[config.mk]
export PLATFORM = sky130hd
export DESIGN_NAME = simon_cbc_ctrl_flat
export DESIGN_NICKNAME = d
export VERILOG_FILES = /design/src/rtl/simon_pkg.sv /design/src/rtl/simon_cbc_ctrl_if.sv /design/src/rtl/simon_cbc_watchdog.sv /design/src/rtl/simon_cbc_ctrl.sv /design/src/flat_wrapper.sv
export SDC_FILE = /design/constraint.sdc
export NUM_CORES = 1
export LEC_CHECK = 0
export ABC_AREA = 1
export BUFFER_PORTS_ARGS = -buffer_cell sky130_fd_sc_hd__buf_4
export CAP_MARGIN = 20
export CORE_AREA = 10 10 219 221
export DETAILED_ROUTE_END_ITERATION = 16
export DIE_AREA = 0 0 229 231
export SYNTH_ARGS = -nofsm -noshare
export SYNTH_HDL_FRONTEND = slang
export SYNTH_SLANG_ARGS = --single-unit
[constraint.sdc]
create_clock -name clk -period 1.6 [get_ports clk]
set_clock_uncertainty 0.05 [all_clocks]
set_input_delay 0.24 -clock clk [delete_from_list [all_inputs] [get_ports clk]]
set_output_delay 0.24 -clock clk [all_outputs]
set_load 0.01 [all_outputs]
[src/rtl/simon_pkg.sv]
// Shared types and defaults for the Simon 64/128 CBC front end.
// Holds the state encoding, the block/key types and the default N, M and TIMEOUT.
package simon_pkg;

    localparam int DEF_N       = 32;
    localparam int DEF_M       = 4;
    localparam int DEF_TIMEOUT = 255;

    typedef logic [2*DEF_N-1:0]     block_t;
    typedef logic [DEF_N*DEF_M-1:0] key_t;

    typedef enum logic [2:0] {
        ST_IDLE,
        ST_READY,
        ST_CRST,
        ST_CEN,
        ST_WAIT,
        ST_OUT
    } cbc_state_t;

endpackage

[src/rtl/simon_cbc_ctrl_if.sv]
// Host-side bundle: message start, plaintext stream in, ciphertext stream out, status.
// master = host data path, slave = the CBC controller.
interface simon_cbc_ctrl_if
    import simon_pkg::*;
#(
    parameter int N = DEF_N,
    parameter int M = DEF_M
);
    logic             start;
    logic [N*M-1:0]   key;
    logic [2*N-1:0]   iv;
    logic             in_valid;
    logic             in_ready;
    logic [2*N-1:0]   in_data;
    logic             in_last;
    logic             out_valid;
    logic             out_ready;
    logic [2*N-1:0]   out_data;
    logic             out_last;
    logic             busy;
    logic             timeout_err;

    modport master (
        output start, key, iv, in_valid, in_data, in_last, out_ready,
        input  in_ready, out_valid, out_data, out_last, busy, timeout_err
    );

    modport slave (
        input  start, key, iv, in_valid, in_data, in_last, out_ready,
        output in_ready, out_valid, out_data, out_last, busy, timeout_err
    );
endinterface

[src/rtl/simon_cbc_watchdog.sv]
// Loadable down-counter bounding the wait for core_done; expired fires in the
// TIMEOUT-th cycle of run after a load. Holds its value while run is low.
module simon_cbc_watchdog #(
    parameter int TIMEOUT = 255
) (
    input  logic clk,
    input  logic rst,
    input  logic load,
    input  logic run,
    output logic expired
);
    localparam int W = $clog2(TIMEOUT + 1);

    logic [W-1:0] cnt;

    always_ff @(posedge clk) begin
        if (rst) begin
            cnt <= '0;
        end else if (load) begin
            cnt <= W'(TIMEOUT);
        end else if (run && (cnt != '0)) begin
            cnt <= cnt - W'(1);
        end
    end

    // Counting down from TIMEOUT, the last permitted cycle is the one holding 1.
    assign expired = run && (cnt == W'(1));

endmodule

[src/rtl/simon_cbc_ctrl.sv]
// CBC chaining front end for the Simon core: one block in flight, out_valid L+3 cycles
// after input accept; out_ready low parks the block in OUT indefinitely (watchdog paused).
module simon_cbc_ctrl
    import simon_pkg::*;
#(
    parameter int N       = DEF_N,
    parameter int M       = DEF_M,
    parameter int TIMEOUT = DEF_TIMEOUT
) (
    input  logic                 clk,
    input  logic                 rst,
    simon_cbc_ctrl_if.slave      host,
    output logic                 core_rst,
    output logic                 core_en,
    output logic [N*M-1:0]       core_key,
    output logic [2*N-1:0]       core_plaintext,
    input  logic [2*N-1:0]       core_ciphertext,
    input  logic                 core_done
);

    cbc_state_t     state;
    cbc_state_t     state_nxt;
    logic [N*M-1:0] key_r;
    logic [2*N-1:0] chain_r;
    logic [2*N-1:0] blk_r;
    logic [2*N-1:0] out_r;
    logic           last_r;
    logic           err_r;
    logic           wd_load;
    logic           wd_run;
    logic           wd_expired;

    simon_cbc_watchdog #(
        .TIMEOUT (TIMEOUT)
    ) u_watchdog (
        .clk     (clk),
        .rst     (rst),
        .load    (wd_load),
        .run     (wd_run),
        .expired (wd_expired)
    );

    always_comb begin
        state_nxt = state;
        wd_load   = 1'b0;
        wd_run    = 1'b0;
        unique case (state)
            ST_IDLE:  if (host.start)    state_nxt = ST_READY;
            ST_READY: if (host.in_valid) state_nxt = ST_CRST;
            ST_CRST:  state_nxt = ST_CEN;
            ST_CEN: begin
                wd_load   = 1'b1;
                state_nxt = ST_WAIT;
            end
            ST_WAIT: begin
                wd_run = 1'b1;
                // A result arriving in the expiry cycle still wins.
                if (core_done)       state_nxt = ST_OUT;
                else if (wd_expired) state_nxt = ST_IDLE;
            end
            ST_OUT:   if (host.out_ready) state_nxt = last_r ? ST_IDLE : ST_READY;
            default:  state_nxt = ST_IDLE;
        endcase
    end

    always_ff @(posedge clk) begin
        if (rst) begin
            state   <= ST_IDLE;
            key_r   <= '0;
            chain_r <= '0;
            blk_r   <= '0;
            out_r   <= '0;
            last_r  <= 1'b0;
            err_r   <= 1'b0;
        end else begin
            state <= state_nxt;
            unique case (state)
                ST_IDLE: begin
                    if (host.start) begin
                        key_r   <= host.key;
                        chain_r <= host.iv;
                        err_r   <= 1'b0;
                    end
                end
                ST_READY: begin
                    if (host.in_valid) begin
                        blk_r  <= host.in_data ^ chain_r;
                        last_r <= host.in_last;
                    end
                end
                ST_WAIT: begin
                    if (core_done)       out_r <= core_ciphertext;
                    else if (wd_expired) err_r <= 1'b1;
                end
                ST_OUT: begin
                    if (host.out_ready) chain_r <= out_r;
                end
                default: ;
            endcase
        end
    end

    assign host.in_ready    = (state == ST_READY);
    assign host.out_valid   = (state == ST_OUT);
    assign host.out_data    = out_r;
    assign host.out_last    = last_r;
    assign host.busy        = (state != ST_IDLE);
    assign host.timeout_err = err_r;

    assign core_rst       = rst | (state == ST_CRST);
    assign core_en        = (state == ST_CEN);
    assign core_key       = key_r;
    assign core_plaintext = blk_r;

endmodule

[src/flat_wrapper.sv]
// flat-port wrapper written by rule: the top's interface ports become plain ports
module simon_cbc_ctrl_flat import simon_pkg::*;
#(
    parameter int N       = DEF_N,
    parameter int M       = DEF_M,
    parameter int TIMEOUT = DEF_TIMEOUT
)
  (clk, rst, core_rst, core_en, core_key, core_plaintext, core_ciphertext, core_done, host_start, host_key, host_iv, host_in_valid, host_in_data, host_in_last, host_out_ready, host_in_ready, host_out_valid, host_out_data, host_out_last, host_busy, host_timeout_err);
  simon_cbc_ctrl_if #(.N(N), .M(M)) host_i ();
  input  logic clk;
  input  logic rst;
  output logic core_rst;
  output logic core_en;
  output logic [N*M-1:0] core_key;
  output logic [2*N-1:0] core_plaintext;
  input  logic [2*N-1:0] core_ciphertext;
  input  logic core_done;
  input wire logic [$bits(host_i.start)-1:0] host_start;
  input wire logic [$bits(host_i.key)-1:0] host_key;
  input wire logic [$bits(host_i.iv)-1:0] host_iv;
  input wire logic [$bits(host_i.in_valid)-1:0] host_in_valid;
  input wire logic [$bits(host_i.in_data)-1:0] host_in_data;
  input wire logic [$bits(host_i.in_last)-1:0] host_in_last;
  input wire logic [$bits(host_i.out_ready)-1:0] host_out_ready;
  output wire logic [$bits(host_i.in_ready)-1:0] host_in_ready;
  output wire logic [$bits(host_i.out_valid)-1:0] host_out_valid;
  output wire logic [$bits(host_i.out_data)-1:0] host_out_data;
  output wire logic [$bits(host_i.out_last)-1:0] host_out_last;
  output wire logic [$bits(host_i.busy)-1:0] host_busy;
  output wire logic [$bits(host_i.timeout_err)-1:0] host_timeout_err;
  assign host_i.start = host_start;
  assign host_i.key = host_key;
  assign host_i.iv = host_iv;
  assign host_i.in_valid = host_in_valid;
  assign host_i.in_data = host_in_data;
  assign host_i.in_last = host_in_last;
  assign host_i.out_ready = host_out_ready;
  assign host_in_ready = host_i.in_ready;
  assign host_out_valid = host_i.out_valid;
  assign host_out_data = host_i.out_data;
  assign host_out_last = host_i.out_last;
  assign host_busy = host_i.busy;
  assign host_timeout_err = host_i.timeout_err;
  simon_cbc_ctrl #(.N(N), .M(M), .TIMEOUT(TIMEOUT)) u_core (.clk(clk), .rst(rst), .host(host_i), .core_rst(core_rst), .core_en(core_en), .core_key(core_key), .core_plaintext(core_plaintext), .core_ciphertext(core_ciphertext), .core_done(core_done));
endmodule
==> results of run 1 <==
==> final cells by class <==
type	count	area share [%]
clock inverter	9	0.356
timing repair buffer	948	35.8
antenna	18	0.197
multi-input combinational	1000	22.4
tap	592	3.24
sequential	333	29.2
inverter	215	3.60
clock buffer	59	5.26
==> Yosys cell counts <==
library cell    n  share of area, %
nor3_1          2             0.077
nand4_1         2             0.096
buf_1           1             0.029
inv_2           3             0.087
xnor2_1        64               4.3
buf_4           6              0.35
clkbuf_1       70               2.0
ha_1            2              0.19
dfxtp_1       333                51
a21oi_1       264                10
o21ai_1        65               2.5
nand3_2         2              0.15
o21ai_0       326                13
nand2_2         1             0.048
nor2_1        146               4.2
nor3b_1         2              0.12
nand3_1        21              0.81
buf_2          44               1.7
nand2_1       102               3.0
nand3b_1        1             0.058
inv_1         212               6.1
==> worst register-to-register path, stage by stage (launching register included) <==
cell	delay, ns
dfxtp_2	0.34
nor2_2	0.18
nand3_4	0.12
buf_12	0.18
buf_12	0.19
buf_4	0.18
o21ai_0	0.19
a21oi_1	0.09
==> routing by layer <==
| metal | GRT usage (%) | routed length [µm] | vias to the layer above |
|---|---|---|---|
| met2 | 36.4 | 29300 | 696 |
| met1 | 21.8 | 21700 | 6732 |
| met3 | 7.90 | 5780 | 150 |
| met4 | 10.2 | 2880 | 2 |
| met5 | 0 | 12 | - |
| li1 | - | - | 7206 |
==> path summary, 6_finish.rpt <==
check / startpoint / endpoint / cells past startpoint
min: rst / u_core.u_watchdog.cnt[1] / 4
max reg2reg: u_core.state[0] / u_core.core_key[46] / 7
max: u_core.state[2] / core_rst / 5
min reg2reg: u_core.core_key[81] / u_core.core_key[81] / 2
==> stage by stage <==
| stage | TNS (ns) | hold WS [ns] | worst slack (ns) | total power [mW] | std cells |
|---|---|---|---|---|---|
| floorplan | 0 | 0.332 | 0.0210 | 18.1 | 1669 |
| global placement | -0.317 | 0.381 | -0.0245 | 24.1 | 2796 |
| detailed placement | -5.06 | 0.387 | -0.117 | 24.4 | 2796 |
| CTS | -0.487 | 0.000357 | -0.130 | 34.3 | 3151 |
| global route | -2.81 | 0.0158 | -0.145 | 36.6 | 3172 |
| finish | -0.261 | 0.0228 | -0.0856 | 34.5 | 3174 |
==> power by group <==
group,switching [mW],internal [mW]
Combinational,7.12,6.30
Sequential,1.51,10.7
Clock,3.56,5.35
Total,12.2,22.3
==> sequential cells by signal, indices dropped and copies added, names as in the netlist <==
register and flops:
u_core.chain_r 64, u_core.host.out_last 1, u_core.host.out_data 64, u_core.host.timeout_err 1
u_core.state 3, u_core.u_watchdog.cnt 8, u_core.core_key 128, u_core.core_plaintext 64
==> kinds of logic after synthesis <==
logic type	share of synthesized area (%)
buf+inv	10.3
flops	51.4
fa+ha+maj	0.193
xor+xnor	4.32
simple gates	8.53
compound gates	25.3
==> what timing repair did <==
action                                  4_1_cts  5_1_grt
pin swaps                                     2        5
buffers inserted                              5        4
hold endpoints to repair                    291        0
endpoints found under the setup margin       92      178
hold buffers                                284        0
gates cloned                                  0        2
gates resized for setup                      38       41
==> results.py, run 1 <==
metrics = {
    "clock_tree": {
        "cts_buffers": 39,
        "clk_path_buf_depth": 3,
        "clock-sinks": 333,
        "clkTransAtPathRegs_ns": 0.06,
        "clkLatencyLatePin_ns": 0.54,
        "root_buffer": "clkbuf_16",
        "cts_tree": "built",
        "cts_max_level": 2,
    },
    "synth": {
        "yosysSeqAreaShare_pct": 51.4,
        "synth_fp_nets": 1998,
        "ys_warn_count": 0,
        "synth_cells": 1669,
        "ys_types": 21,
        "syn-mean-instance-area_um2": 7.77,
        "ys_ff_latch": 333,
        "netlist_area_um2": 13000,
    },
    "floorplan": {
        "io_pins": 590,
        "core_um2": 43700,
        "initial_utilization_pct": 29.7,
        "dieWidth_um": 229,
        "die_h_um": 231,
        "rows": 77,
        "dieArea_um2": 52900,
    },
    "placement": {
        "gp_congestion": 0.894,
        "dp_hpwl_um": 42000,
        "portBuffers": 589,
        "placed_area_um2": 18400,
    },
    "timing": {
        "setup_viol": 7,
        "fin_crit_ns": 1.69,
        "drv_slew": 0,
        "rsz0062_at_grt": "yes",
        "maxSlewHeadroom_pct": 73.4,
        "setup_ws_ns": -0.0856,
        "period_share_pct": 105,
        "fmax_mhz": 593,
        "hold_viol_final": 0,
        "worst_slew_pin_slew_ns": 0.395,
    },
    "worst_setup_path": {
        "reg2reg_slack_ns": -0.02,
        "path_class": "reg -> out",
        "path_cells": "buf_6, nor2_4, nand2_2, nand2_2, buf_6",
        "setup.worst_path.start_class": "register",
        "cp_data_arrival_time_ns": 1.40,
        "crit_path_max_incr_delay_ns": 0.36,
        "path_buf_inv": 2,
        "cp_top_family": "flip-flops",
        "crit_slowest_cell": "dfxtp_4",
        "cp-end-kind": "primary output",
        "required_ns": 1.31,
        "worst-path-max-fanout": 4,
    },
    "detailed_routing": {
        "wirelength_um": 59600,
        "vias_per_cell": 4.66,
        "wire_per_inst_um": 18.8,
        "drtIter0Drc": 875,
        "final_antenna_net_count": 0,
        "drtPass1Iterations": 5,
        "drc": 0,
        "vias": 14800,
    },
    "power": {
        "vdd_ir_drop_max_mv": 1.08,
        "power_density_nw_per_um2": 1510,
        "p_leak_nw": 10.2,
    },
    "layout": {
        "multi_input_area_um2": 5110,
        "nFillCells": 3925,
        "final_area_um2": 22900,
        "regArea_um2": 6680,
        "syn_to_final_growth_pct": 76.3,
        "drive_above_1_share_pct": 30.0,
        "finalNetCount": 2866,
        "most-common-layout-cells": "buf_4 (624), dfxtp_1 (328), o21ai_0 (311), dlygate4sd3_1 (284), a21oi_1 (264)",
        "final_common_cell": "buf_4",
        "fin_util_pct": 52.3,
    },
    "global_routing": {
        "grt_max_degree": 79,
        "grt.overflow.total": 0,
        "grt_usage_pct": 20.9,
        "antenna_found_initial": 20,
        "grt_pass1_vias": 15300,
        "grt_pass1_wl_um": 88100,
    },
    "run_status": {
        "violations": "negative setup slack",
        "status": "finished, violations left",
    },
    "min_path": {
        "hp-class": "in -> reg",
    },
    "run": {
        "maxCapViolations": 0,
    },
}
Power figures use the tool's default switching activity.
==> run 2, diff against run 1 <==
CORE_AREA = 10 10 220 222   (was 10 10 219 221)
CTS_CLUSTER_DIAMETER = 120   (was not set)
DIE_AREA = 0 0 230 232   (was 0 0 229 231)
==> results.py, run 2 (same netlist as run 1, synthesis figures left out) <==
metrics = {
    "clock_tree": {
        "clock-sinks": 333,
        "cts_tree": "built",
        "root_buffer": "clkbuf_16",
        "cts_max_level": 2,
        "clkTransAtPathRegs_ns": 0.06,
        "clk_path_buf_depth": 3,
        "clkLatencyLatePin_ns": 0.55,
        "cts_buffers": 39,
    },
    "worst_setup_path": {
        "crit_path_max_incr_delay_ns": 0.35,
        "crit_top_cell": "buf_6",
        "path_buf_inv": 4,
        "setup.worst_path.start_class": "register",
        "cp-end-kind": "primary output",
        "cp_data_arrival_time_ns": 1.40,
        "cp_top_family": "buffers and inverters",
        "path_cells": "buf_6, inv_6, buf_4, nand2_2, buf_6",
        "required_ns": 1.31,
        "crit_slowest_cell": "dfxtp_2",
        "path_class": "reg -> out",
        "worst-path-max-fanout": 3,
    },
    "detailed_routing": {
        "drtPass1Iterations": 5,
        "vias_per_cell": 4.74,
        "drtIter0Drc": 900,
        "final_antenna_net_count": 0,
        "wirelength_um": 63000,
        "vias": 15200,
        "wire_per_inst_um": 19.7,
        "drc": 0,
    },
    "timing": {
        "hold_viol_final": 4,
        "setup_viol": 28,
        "setup_ws_ns": -0.0864,
        "maxSlewHeadroom_pct": 74.8,
        "fmax_mhz": 593,
        "drv_slew": 0,
        "fin_hold_ws_ns": -0.00689,
        "rsz0062_at_grt": "yes",
        "fin_crit_ns": 1.69,
        "setup_tns_ns": -0.935,
        "period_share_pct": 105,
        "worst_slew_pin_slew_ns": 0.377,
    },
    "global_routing": {
        "grt_usage_pct": 20.9,
        "grt_use_met2_pct": 36.6,
        "grt_pass1_vias": 15100,
        "grt_pass1_wl_um": 87900,
        "top_usage_layer": "met2",
        "grt.overflow.total": 0,
        "grt_max_degree": 69,
        "use_met3_pct": 7.57,
        "antenna_found_initial": 17,
        "use_met1_pct": 21.7,
    },
    "floorplan": {
        "io_pins": 590,
        "initial_utilization_pct": 29.5,
        "die_h_um": 232,
        "core_um2": 43900,
        "dieArea_um2": 53400,
        "rows": 77,
        "dieWidth_um": 230,
    },
    "run": {
        "maxCapViolations": 0,
    },
    "run_status": {
        "status": "finished, violations left",
        "violations": "negative hold slack, negative setup slack",
    },
    "layout": {
        "largest_register_ffs": 128,
        "most-common-layout-cells": "buf_4 (613), dfxtp_1 (330), dlygate4sd3_1 (288), o21ai_0 (274), a21oi_1 (249)",
        "nFillCells": 3935,
        "finalNetCount": 2892,
        "drive_above_1_share_pct": 31.3,
        "final_common_cell": "buf_4",
        "multi_input_area_um2": 5230,
        "syn_to_final_growth_pct": 82.1,
        "regArea_um2": 6670,
    },
    "power": {
        "seqPwrFrac_pct": 34.5,
        "vdd_ir_drop_max_mv": 1.00,
        "p_sw_mw": 12.7,
        "power_frac_clock_pct": 25.0,
        "p_leak_nw": 10.5,
        "power_density_nw_per_um2": 1500,
        "swShare_pct": 35.7,
        "power_frac_comb_pct": 40.6,
        "intPower_mw": 22.8,
        "p_total_mw": 35.5,
    },
    "placement": {
        "gp_congestion": 0.894,
        "dp_hpwl_um": 42100,
        "portBuffers": 589,
    },
    "min_path": {
        "hp-class": "in -> reg",
    },
}
-- run 2: metrics by stage --
step	hold WS [ns]	setup slack [ns]	area (µm²)	std cells	util (%)
after floorplan	0.332	0.0210	13000	1669	-
final	-0.00689	-0.0864	23600	3194	53.8
after global placement	0.381	-0.0446	18400	2788	42.0
after global routing	-0.000179	-0.136	23600	3193	53.8
after detailed placement	0.385	-0.0572	18400	2788	42.0
after CTS	0.000953	-0.108	22700	3146	51.6
-- run 2: metal layers --
metal | share of wire (%) | wire, µm | vias up
met5 | 0.076 | 48 | -
met4 | 4.9 | 3070 | 6
met3 | 8.8 | 5540 | 141
met2 | 50 | 31600 | 665
met1 | 36 | 22700 | 7095
li1 | - | - | 7245
-- run 2: worst paths after layout --
kind	startpoint	to	slack (ns)	cells after the start
worst max register to register	u_core.state[1]	u_core.core_plaintext[0]	-0.07	10
worst max-delay path	u_core.state[1]	host_busy	-0.09	5
worst min register to register	u_core.core_key[109]	u_core.core_key[109]	0.39	2
worst min-delay path	host_iv[23]	u_core.chain_r[23]	-0.007	5
-- run 2: worst register-to-register path, stage by stage (launching register included) --
cell	delay [ns]
dfxtp_2	0.33
buf_6	0.13
inv_6	0.07
nand3_4	0.08
buf_6	0.13
nor2_4	0.12
buf_12	0.18
buf_12	0.15
clkbuf_16	0.14
o21ai_0	0.08
a21oi_1	0.13
-- run 2: power by group through the flow --
stage          registers (mW)  clock network [mW]  logic [mW]
2_1_floorplan            12.8                   0        5.30
3_3_place_gp             12.2                   0        12.0
3_5_place_dp             12.2                   0        12.2
4_1_cts                  12.1                9.03        13.1
5_1_grt                  12.5                9.36        15.7
6_report                 12.2                8.87        14.4
-- run 2: layout make-up --
type,instances,area share (%)
Clock inverter,11,0.381
Antenna cell,14,0.148
Timing Repair Buffer,974,37.6
Inverter,215,3.49
Multi-Input combinational cell,1000,22.1
Sequential cell,333,28.2
Clock buffer,55,4.90
Tap cell,592,3.13
-- run 2: what timing repair did --
item	in CTS	in global routing
setup endpoints to repair	27	130
hold buffers	288	0
pin swaps	2	36
endpoints found under the hold margin	294	0
resized for setup	29	120
setup buffers	5	13
gates cloned	0	21
